$ cat src/rtl/cnn_pkg.sv
// cnn_pkg: state encoding and geometry helpers shared by the convolution sequencer.
package cnn_pkg;
    localparam logic [3:0] S_IDLE     = 4'd0;
    localparam logic [3:0] S_CLR      = 4'd1;
    localparam logic [3:0] S_LOAD_A   = 4'd2;
    localparam logic [3:0] S_LOAD_F   = 4'd3;
    localparam logic [3:0] S_MUL      = 4'd4;
    localparam logic [3:0] S_ADD      = 4'd5;
    localparam logic [3:0] S_STORE    = 4'd6;
    localparam logic [3:0] S_NEXT     = 4'd7;
    localparam logic [3:0] S_OUT_LD   = 4'd8;
    localparam logic [3:0] S_OUT_WAIT = 4'd9;
    localparam logic [3:0] S_DONE     = 4'd10;
    localparam int CW = 3;
    function automatic int os_f(int as, int fs, int str, int zp);
        return (as + 2 * zp - fs) / str + 1;
    endfunction
    function automatic int max3_f(int a, int b, int c);
        return a > b ? (a > c ? a : c) : (b > c ? b : c);
    endfunction
    function automatic int cw_f(int n);
        return n > 1 ? $clog2(n) : 1;
    endfunction
endpackage

$ cat src/rtl/cnn_conv_seq_if.sv
// cnn_conv_seq_if: job handshake, input/output streams and datapath strobes.
interface cnn_conv_seq_if;
    logic start, busy, done;
    logic in_valid, in_ready, out_valid, out_ready;
    logic dp_clr, dp_rclr, dp_cclr, dp_sftrclr, dp_sftcclr;
    logic dp_mull, dp_addl, dp_resultl, dp_outl, dp_l, dp_fl;
    logic dp_rl, dp_cl, dp_sftrl, dp_sftcl;
    modport master (
        output start, in_valid, out_ready,
        input  busy, done, in_ready, out_valid,
        input  dp_clr, dp_rclr, dp_cclr, dp_sftrclr, dp_sftcclr,
        input  dp_mull, dp_addl, dp_resultl, dp_outl, dp_l, dp_fl,
        input  dp_rl, dp_cl, dp_sftrl, dp_sftcl
    );
    modport slave (
        input  start, in_valid, out_ready,
        output busy, done, in_ready, out_valid,
        output dp_clr, dp_rclr, dp_cclr, dp_sftrclr, dp_sftcclr,
        output dp_mull, dp_addl, dp_resultl, dp_outl, dp_l, dp_fl,
        output dp_rl, dp_cl, dp_sftrl, dp_sftcl
    );
endinterface

$ cat src/rtl/cnn_idx2d.sv
// cnn_idx2d: row-major 2-D index counter that wraps to 0,0 after the last element.
module cnn_idx2d
    import cnn_pkg::*;
#(
    parameter int W = CW
) (
    input  logic         clk,
    input  logic         rst,
    input  logic [W-1:0] bound_i,
    input  logic         inc_i,
    input  logic         clr_i,
    output logic         last_c_o,
    output logic         last_o
);
    logic [W-1:0] r_q, r_d, c_q, c_d;
    assign last_c_o = c_q == bound_i - 1'b1;
    assign last_o   = last_c_o && r_q == bound_i - 1'b1;
    always_comb begin
        c_d = clr_i || (inc_i && last_c_o) ? '0 : inc_i ? c_q + 1'b1 : c_q;
        r_d = clr_i || (inc_i && last_o) ? '0 : inc_i && last_c_o ? r_q + 1'b1 : r_q;
    end
    always_ff @(posedge clk or posedge rst)
        if (rst) begin
            r_q <= '0;
            c_q <= '0;
        end else begin
            r_q <= r_d;
            c_q <= c_d;
        end
endmodule

$ cat src/rtl/cnn_conv_seq.sv
// cnn_conv_seq: load, window-step and unload sequencer for the single-MAC convolution datapath.
module cnn_conv_seq
    import cnn_pkg::*;
#(
    parameter int AS  = 6,
    parameter int FS  = 3,
    parameter int STR = 1,
    parameter int ZP  = 0
) (
    input logic           clk,
    input logic           rst,
    cnn_conv_seq_if.slave bus
);
    localparam int OS = os_f(AS, FS, STR, ZP);
    localparam int W  = cw_f(max3_f(AS, FS, OS));
    logic [3:0]   state_q, state_d;
    logic [W-1:0] bound;
    logic         ld_hs, out_hs, t_inc, t_clr, t_lc, t_last, w_inc, w_lc, w_last;
    assign ld_hs  = (state_q == S_LOAD_A || state_q == S_LOAD_F) && bus.in_valid;
    assign out_hs = state_q == S_OUT_WAIT && bus.out_ready;
    assign t_inc  = ld_hs || state_q == S_ADD || out_hs;
    assign t_clr  = state_q == S_CLR;
    assign w_inc  = state_q == S_NEXT;
    assign bound  = state_q == S_LOAD_A ? W'(AS)
                  : state_q inside {S_OUT_LD, S_OUT_WAIT} ? W'(OS) : W'(FS);
    // One index pair serves load, tap and unload phases; the bound follows the phase.
    cnn_idx2d #(.W(W)) u_tap (
        .clk(clk), .rst(rst), .bound_i(bound), .inc_i(t_inc), .clr_i(t_clr),
        .last_c_o(t_lc), .last_o(t_last)
    );
    cnn_idx2d #(.W(W)) u_win (
        .clk(clk), .rst(rst), .bound_i(W'(OS)), .inc_i(w_inc), .clr_i(t_clr),
        .last_c_o(w_lc), .last_o(w_last)
    );
    always_comb begin
        state_d = state_q;
        case (state_q)
            S_IDLE:     state_d = bus.start ? S_CLR : S_IDLE;
            S_CLR:      state_d = S_LOAD_A;
            S_LOAD_A:   state_d = ld_hs && t_last ? S_LOAD_F : S_LOAD_A;
            S_LOAD_F:   state_d = ld_hs && t_last ? S_MUL : S_LOAD_F;
            S_MUL:      state_d = S_ADD;
            S_ADD:      state_d = t_last ? S_STORE : S_MUL;
            S_STORE:    state_d = S_NEXT;
            S_NEXT:     state_d = w_last ? S_OUT_LD : S_MUL;
            S_OUT_LD:   state_d = S_OUT_WAIT;
            S_OUT_WAIT: state_d = out_hs ? (t_last ? S_DONE : S_OUT_LD) : S_OUT_WAIT;
            default:    state_d = S_IDLE;
        endcase
    end
    always_ff @(posedge clk or posedge rst)
        if (rst) state_q <= S_IDLE;
        else     state_q <= state_d;
    assign bus.busy       = state_q != S_IDLE;
    assign bus.done       = state_q == S_DONE;
    assign bus.in_ready   = state_q == S_LOAD_A || state_q == S_LOAD_F;
    assign bus.out_valid  = state_q == S_OUT_WAIT;
    assign bus.dp_l       = state_q == S_LOAD_A && bus.in_valid;
    assign bus.dp_fl      = state_q == S_LOAD_F && bus.in_valid;
    assign bus.dp_mull    = state_q == S_MUL;
    assign bus.dp_addl    = state_q == S_ADD;
    assign bus.dp_resultl = state_q == S_STORE;
    assign bus.dp_outl    = state_q == S_OUT_LD;
    assign bus.dp_clr     = t_clr || w_inc;
    assign bus.dp_cl      = t_inc && !t_lc;
    assign bus.dp_rl      = t_inc && t_lc && !t_last;
    assign bus.dp_cclr    = t_clr || (t_inc && t_lc);
    assign bus.dp_rclr    = t_clr || (t_inc && t_last);
    assign bus.dp_sftcl   = w_inc && !w_lc;
    assign bus.dp_sftrl   = w_inc && w_lc && !w_last;
    assign bus.dp_sftcclr = t_clr || (w_inc && w_lc);
    assign bus.dp_sftrclr = t_clr || (w_inc && w_last);
endmodule

$ cat src/flat_wrapper.sv
// flat-port wrapper written by rule: the top's interface ports become plain ports
module cnn_conv_seq_flat import cnn_pkg::*;
#(
    parameter int AS  = 6,
    parameter int FS  = 3,
    parameter int STR = 1,
    parameter int ZP  = 0
)
  (clk, rst, bus_start, bus_in_valid, bus_out_ready, bus_busy, bus_done, bus_in_ready, bus_out_valid, bus_dp_clr, bus_dp_rclr, bus_dp_cclr, bus_dp_sftrclr, bus_dp_sftcclr, bus_dp_mull, bus_dp_addl, bus_dp_resultl, bus_dp_outl, bus_dp_l, bus_dp_fl, bus_dp_rl, bus_dp_cl, bus_dp_sftrl, bus_dp_sftcl);
  cnn_conv_seq_if bus_i ();
  input logic clk;
  input logic rst;
  input wire logic [$bits(bus_i.start)-1:0] bus_start;
  input wire logic [$bits(bus_i.in_valid)-1:0] bus_in_valid;
  input wire logic [$bits(bus_i.out_ready)-1:0] bus_out_ready;
  output wire logic [$bits(bus_i.busy)-1:0] bus_busy;
  output wire logic [$bits(bus_i.done)-1:0] bus_done;
  output wire logic [$bits(bus_i.in_ready)-1:0] bus_in_ready;
  output wire logic [$bits(bus_i.out_valid)-1:0] bus_out_valid;
  output wire logic [$bits(bus_i.dp_clr)-1:0] bus_dp_clr;
  output wire logic [$bits(bus_i.dp_rclr)-1:0] bus_dp_rclr;
  output wire logic [$bits(bus_i.dp_cclr)-1:0] bus_dp_cclr;
  output wire logic [$bits(bus_i.dp_sftrclr)-1:0] bus_dp_sftrclr;
  output wire logic [$bits(bus_i.dp_sftcclr)-1:0] bus_dp_sftcclr;
  output wire logic [$bits(bus_i.dp_mull)-1:0] bus_dp_mull;
  output wire logic [$bits(bus_i.dp_addl)-1:0] bus_dp_addl;
  output wire logic [$bits(bus_i.dp_resultl)-1:0] bus_dp_resultl;
  output wire logic [$bits(bus_i.dp_outl)-1:0] bus_dp_outl;
  output wire logic [$bits(bus_i.dp_l)-1:0] bus_dp_l;
  output wire logic [$bits(bus_i.dp_fl)-1:0] bus_dp_fl;
  output wire logic [$bits(bus_i.dp_rl)-1:0] bus_dp_rl;
  output wire logic [$bits(bus_i.dp_cl)-1:0] bus_dp_cl;
  output wire logic [$bits(bus_i.dp_sftrl)-1:0] bus_dp_sftrl;
  output wire logic [$bits(bus_i.dp_sftcl)-1:0] bus_dp_sftcl;
  assign bus_i.start = bus_start;
  assign bus_i.in_valid = bus_in_valid;
  assign bus_i.out_ready = bus_out_ready;
  assign bus_busy = bus_i.busy;
  assign bus_done = bus_i.done;
  assign bus_in_ready = bus_i.in_ready;
  assign bus_out_valid = bus_i.out_valid;
  assign bus_dp_clr = bus_i.dp_clr;
  assign bus_dp_rclr = bus_i.dp_rclr;
  assign bus_dp_cclr = bus_i.dp_cclr;
  assign bus_dp_sftrclr = bus_i.dp_sftrclr;
  assign bus_dp_sftcclr = bus_i.dp_sftcclr;
  assign bus_dp_mull = bus_i.dp_mull;
  assign bus_dp_addl = bus_i.dp_addl;
  assign bus_dp_resultl = bus_i.dp_resultl;
  assign bus_dp_outl = bus_i.dp_outl;
  assign bus_dp_l = bus_i.dp_l;
  assign bus_dp_fl = bus_i.dp_fl;
  assign bus_dp_rl = bus_i.dp_rl;
  assign bus_dp_cl = bus_i.dp_cl;
  assign bus_dp_sftrl = bus_i.dp_sftrl;
  assign bus_dp_sftcl = bus_i.dp_sftcl;
  cnn_conv_seq #(.AS(AS), .FS(FS), .STR(STR), .ZP(ZP)) u_core (.clk(clk), .rst(rst), .bus(bus_i));
endmodule
$ cat config.mk
export PLATFORM = sky130hd
export DESIGN_NAME = cnn_conv_seq_flat
export DESIGN_NICKNAME = d
export VERILOG_FILES = /design/src/rtl/cnn_pkg.sv /design/src/rtl/cnn_conv_seq_if.sv /design/src/rtl/cnn_idx2d.sv /design/src/rtl/cnn_conv_seq.sv /design/src/flat_wrapper.sv
export SDC_FILE = /design/constraint.sdc
export NUM_CORES = 1
export LEC_CHECK = 0
export CORE_ASPECT_RATIO = 0.6
export CORE_MARGIN = 2
export CORE_UTILIZATION = 35
export CTS_BUF_LIST = sky130_fd_sc_hd__clkbuf_8
export CTS_CLUSTER_SIZE = 40
export DETAILED_ROUTE_END_ITERATION = 16
export GPL_ROUTABILITY_DRIVEN = 0
export PLACE_DENSITY_LB_ADDON = 0.3
export RECOVER_POWER = 25
export SYNTH_ARGS = -nofsm -noshare
export SYNTH_HDL_FRONTEND = slang
export SYNTH_SLANG_ARGS = --single-unit
$ cat constraint.sdc
create_clock -name clk -period 3.52 [get_ports clk]
set_input_delay 0.704 -clock clk [delete_from_list [all_inputs] [get_ports clk]]
set_output_delay 0.704 -clock clk [all_outputs]
set_load 0.1 [all_outputs]
=== After elaboration in Yosys (flattened, before gate mapping) ===
Cells that the tools add are included.
Widths: inputs -> output; s select.

* Register bits after elaboration: 16
* Bits of input ports: 5
* Output and inout port bits: 19
* Logic and storage cells: 76

* Add/subtract/negate cells: 5
* Equality and inequality tests: 14
* Multiplexer cells: 18
* Reduce and logical (&&, ||, !) cells: 34

{| class="wikitable"
|+ Operator list
! operator !! number
|-
| $pmux 4 s10 || 1
|-
| $mux 3 || 11
|-
| $eq 4x3->1 const B || 4
|-
| $logic_and 1x1->1 || 15
|-
| $add 3x1->3 const B || 4
|-
| $eq 4x4->1 const B || 3
|-
| $reduce_bool 2->1 || 5
|-
| $eq 4x2->1 const B || 2
|-
| $logic_or 1x1->1 || 8
|-
| $mux 4 || 2
|-
| $eq 3x2->1 const B || 2
|-
| $eq 3x3->1 || 2
|-
| $eq 4x1->1 const B || 1
|-
| $logic_not 1->1 || 4
|-
| $logic_not 4->1 || 1
|-
| $mux 2 || 2
|-
| $reduce_bool 4->1 || 1
|-
| $sub 3x1->3 const B || 1
|-
| $mux 1 || 2
|}

=== Depth between registers and ports, before layout ===
* Depth after elaboration: 10
* Mapped depth: 8
* Depth with buffers taken out: 7

=== Hierarchy ===
A second synthesis with hierarchy kept.

* Cell total of the unflattened synthesis: 177
* Area, all modules: 1392.6 um2

{| class="wikitable"
|+ By module, submodules not included
! module !! times used !! cells an instance !! area each (um2) !! sequential area each (um2)
|-
| cnn_idx2d || 2 || 49 || 450.4 || 150.1
|-
| cnn_conv_seq || 1 || 79 || 491.7 || 100.1
|}

=== Worst setup path after synthesis ===
No wires, ideal clock.

* Path kind: register to output
* From: register u_core.state_q[3]
* To: output port bus_dp_rl
* Data arrival time: 5.334 ns
* Required time: 2.816 ns
* Path slack: -2.518 ns
* Stages on the path, launching flop included: 5
* Path buffers: 0
* Path through: dfrtp_1 -> nor4bb_1 -> a211o_1 -> nand4_4 -> nor2_1

* Longest elaborated chain between the ends: 9
* Elaborated cells on any way between the ends: 20
* Those cells by class: 1 x add/sub; 7 x eq/ne; 2 x mux; 10 x reduce/logical

{| class="wikitable"
|+ RTL lines
! item !! RTL line !! text
|-
| start: declaration || cnn_conv_seq.sv:16 || <nowiki>logic [3:0] state_q, state_d;</nowiki>
|-
| start signal: assignment || cnn_conv_seq.sv:53 || <nowiki>else state_q <= state_d;</nowiki>
|-
| $eq 4x4->1 * || -- ||
|-
| via bus_out_valid || flat_wrapper.sv:19 || <nowiki>output wire logic [$bits(bus_i.out_valid)-1:0] bus_out_valid;</nowiki>
|-
| $reduce_bool 2->1 || cnn_conv_seq.sv:25 || <nowiki>: state_q inside {S_OUT_LD, S_OUT_WAIT} ? W'(OS) : W'(FS);</nowiki>
|-
| $mux 3 || cnn_conv_seq.sv:25 ||
|-
| $mux 3 || cnn_conv_seq.sv:24 || <nowiki>assign bound = state_q == S_LOAD_A ? W'(AS)</nowiki>
|-
| $sub 3x1->3 || cnn_idx2d.sv:16, cnn_idx2d.sv:17 ||
|-
| $eq 3x3->1, on equally long branches || cnn_idx2d.sv:16, cnn_idx2d.sv:17 ||
|-
| $logic_and 1x1->1 || cnn_idx2d.sv:17 || <nowiki>assign last_o = last_c_o && r_q == bound_i - 1'b1;</nowiki>
|-
| $logic_not 1->1 || cnn_conv_seq.sv:66 || <nowiki>assign bus.dp_rl = t_inc && t_lc && !t_last;</nowiki>
|-
| $logic_and 1x1->1 * || cnn_conv_seq.sv:66 ||
|-
| end: declaration || flat_wrapper.sv:31 || <nowiki>output wire logic [$bits(bus_i.dp_rl)-1:0] bus_dp_rl;</nowiki>
|}

The timed path passes the listed nets; every way through them passes the cells marked *.

=== Worst setup path in the final report ===
* From: register u_core.state_q[0]
* To: output port bus_dp_rclr

* Longest elaborated chain between the ends: 9
* Elaborated cells on any way between the ends: 20
* Those cells by class: 1 x add/sub; 8 x eq/ne; 2 x mux; 9 x reduce/logical

{| class="wikitable"
|+ RTL lines
! item !! RTL line !! text
|-
| $eq 4x4->1, on equally long branches || cnn_conv_seq.sv:25, cnn_conv_seq.sv:20 ||
|-
| $reduce_bool 2->1 || cnn_conv_seq.sv:25 ||
|-
| $mux 3 || cnn_conv_seq.sv:25 ||
|-
| $mux 3 || cnn_conv_seq.sv:24 ||
|-
| $sub 3x1->3 || cnn_idx2d.sv:16, cnn_idx2d.sv:17 ||
|-
| $eq 3x3->1, on equally long branches || cnn_idx2d.sv:16, cnn_idx2d.sv:17 ||
|-
| $logic_and 1x1->1 || cnn_idx2d.sv:17 ||
|-
| $logic_and 1x1->1 || cnn_conv_seq.sv:68 || <nowiki>assign bus.dp_rclr = t_clr || (t_inc && t_last);</nowiki>
|-
| $logic_or 1x1->1 * || cnn_conv_seq.sv:68 ||
|-
| end: declaration || flat_wrapper.sv:21 || <nowiki>output wire logic [$bits(bus_i.dp_rclr)-1:0] bus_dp_rclr;</nowiki>
|}

Mark *: on every way between the ends. The rest lies on a longest branch, timed or not.

==> impl_metrics.json <==
{
  "track_usage_pct": 16.2,
  "setup_slack_ns": 0.240,
  "synth_cell_types": 44,
  "hold_buffers": 0,
  "comb_power_share_pct": 70.5,
  "status": "finished clean",
  "grt_max_degree": 17,
  "rsz0062_at_grt": "no",
  "clock-sinks": 16,
  "dp.cells": 200,
  "place_ws_ns": 0.417,
  "cts_max_level": 1,
  "synth_area_leaders": "dfrtp_1 (34%), ha_1 (6.4%), nand2b_1 (5.3%), nor2_1 (4.5%), inv_1 (3.2%)",
  "via_per_inst": 5.25,
  "layout-drive-gt1-share_pct": 25.8,
  "yosysTopAreaCell": "dfrtp_1",
  "min_period_over_period_pct": 93.2,
  "grt_antenna_before_repair": 0,
  "seq_area_um2": 400,
  "seq_power_share_pct": 18.8,
  "r2r-start": "u_core.state_q[0]",
  "startpoint": "u_core.state_q[0]",
  "max-cap-violations": 0,
  "hpwlAfterDp_um": 2330,
  "synth_edf_count": 0,
  "p_int_mw": 0.711,
  "instances_no_fill": 204,
  "fp-row-count": 16,
  "grt-ovfl-total": 0,
  "worstMarginPinSlew_ns": 0.616,
  "cts_resized": 0,
  "nFillCells": 307,
  "synthDominantCellAreaShare_pct": 34.2,
  "cts_tree": "yes",
  "cts_setup_buffers": 0,
  "hp-start": "u_core.u_win.c_q[0]",
  "nNetsFinal": 171,
  "min_path_type": "flip-flop to flip-flop",
  "finClkSkew_ns": 0.00418,
  "crit_required_ns": 2.82,
  "critPathLaunchType": "flip-flop",
  "core_area_mm2": 0.00322,
  "hold_violations": 0,
  "die_w_um": 78.7,
  "io_pins": 24,
  "cts.reportedPaths.clkPinSlew_ns": 0.07,
  "drcViolationCount": 0,
  "syn_inst": 135,
  "yosysMostFrequentCell": "dfrtp_1",
  "avgSynthCellArea_um2": 8.67,
  "wl_um": 3010,
  "relSlewSlack_pct": 58.9,
  "port_buffers": 23,
  "synth_warnings": 0,
  "leakagePower_nw": 0.731,
  "pwr_density_cell_mw_per_mm2": 986,
  "hold-worst-slack_ns": 0.480,
  "cts_buffers": 3,
  "drt_iter0_drc": 54,
  "finalSetupViolCount": 0,
  "synth_common_cells": "dfrtp_1 (16), nor2_1 (14), inv_1 (10), nand2_1 (10), nand2b_1 (10)",
  "start_util_pct": 36.3,
  "worstPathArrival_ns": 2.58,
  "wl_per_cell_um": 14.8,
  "fp.dieH_um": 48.8,
  "final_util_pct": 49.1,
  "syn_nets": 146,
  "syn-cell-area_mm2": 0.00117,
  "n_antenna_cell": 0,
  "ys_seq_area_share_pct": 34.2,
  "fmax_ghz": 0.305,
  "synth_ff_type": "dfrtp_1",
  "ys_seq_elements": 16,
  "grt_pass1_wl_um": 4830,
  "final_cell_area_mm2": 0.00158,
  "drv_slew": 0,
  "root_buffer": "clkbuf_8",
  "cp_max_fo": 7,
  "clockBufferDepth": 2,
  "swShare_pct": 54.5,
  "async_reset_ff_share_pct": 100,
  "period_needed_ns": 3.28,
  "p_clk_share_pct": 10.7,
  "first_pass_iters": 4,
  "crit_type": "flip-flop to output port",
  "final_antenna_net_count": 0,
  "end_kind": "output port",
  "insertion_delay_ns": 0.26,
  "die_area_mm2": 0.00384,
  "area_delta_synth_final_pct": 35.3,
  "ir_worst_vdd_uv": 426,
  "vias": 1072,
  "grt_pass1_vias": 971,
  "power_switching_mw": 0.850,
  "dpl-instance-area_mm2": 0.00153,
  "multiInputGateArea_um2": 739
}
-- area by class of cell --
type	count	share of cell area, %
Sequential cell	16	25.3
Multi-Input combinational cell	101	46.7
Inverter	10	2.37
Tap cell	45	3.55
Clock buffer	4	3.48
Timing Repair Buffer	28	18.6
-- power by group through the flow --
stage | Combinational [mW] | Clock, mW | Sequential, mW
after floorplan | 0.825 | 0 | 0.296
after global placement | 1.08 | 0 | 0.290
after detailed placement | 1.10 | 0 | 0.295
after CTS | 1.10 | 0.169 | 0.291
after global routing | 1.16 | 0.176 | 0.303
final | 1.10 | 0.166 | 0.294
-- layout by cell type (no fill, tap or decap), types with 3 or more instances in the layout --
cell type,instances
buf_4,18
dfrtp_1,16
nor2_1,12
inv_1,10
nand2b_1,10
nand2_1,10
nand3_1,6
ha_1,6
buf_12,6
a21oi_1,4
clkbuf_8,4
o21ai_0,3
a21o_1,3
a211o_1,3
nor3_1,3
clkdlybuf4s50_1,3
-- final timing paths --
check	to	slack [ns]	cells past startpoint
min in group asynchronous	u_core.u_win.c_q[0]	0.96	2
hold / removal	u_core.u_win.c_q[0]	0.48	1
hold reg to reg	u_core.u_win.c_q[0]	0.48	1
setup / recovery	bus_dp_rclr	0.24	6
setup reg to reg	u_core.u_tap.r_q[2]	1.26	5
max in group asynchronous	u_core.u_win.r_q[2]	2.16	2
-- sequential cells by signal, indices dropped and copies added, names as in the netlist --
signal / cells
u_core.state_q: 4
u_core.u_win.r_q: 3
u_core.u_tap.r_q: 3
u_core.u_win.c_q: 3
u_core.u_tap.c_q: 3
-- critical path, cell delays in order, from the launching register on --
cell and delay [ns]:
dfrtp_1 0.40, or4b_1 0.72, mux2i_4 0.27, and3_1 0.35
and2_4 0.23, nand2b_1 0.16, buf_12 0.18
-- logic make-up after synthesis --
family	count (synthesis)	synth area share (%)
simple gates	63	30.9
compound gates	27	17.0
buf+inv	18	6.52
flops	16	34.2
fa+ha+maj	6	6.41
xor+xnor	3	2.24
mux	2	2.78
-- stage by stage --
stage	power (mW)	TNS, ns
3_5_place_dp	1.39	0
3_3_place_gp	1.37	0
6_report	1.56	0
4_1_cts	1.56	0
2_1_floorplan	1.12	-0.170
5_1_grt	1.64	0
-- metal layers --
layer	GRT usage [%]	part of all wire, %	up-vias
li1	-	-	524
met4	4.39	0.60	0
met2	23.1	42	24
met3	3.52	4.6	3
met5	0	0	-
met1	24.6	52	521
(Power assumes the default switching activity.)
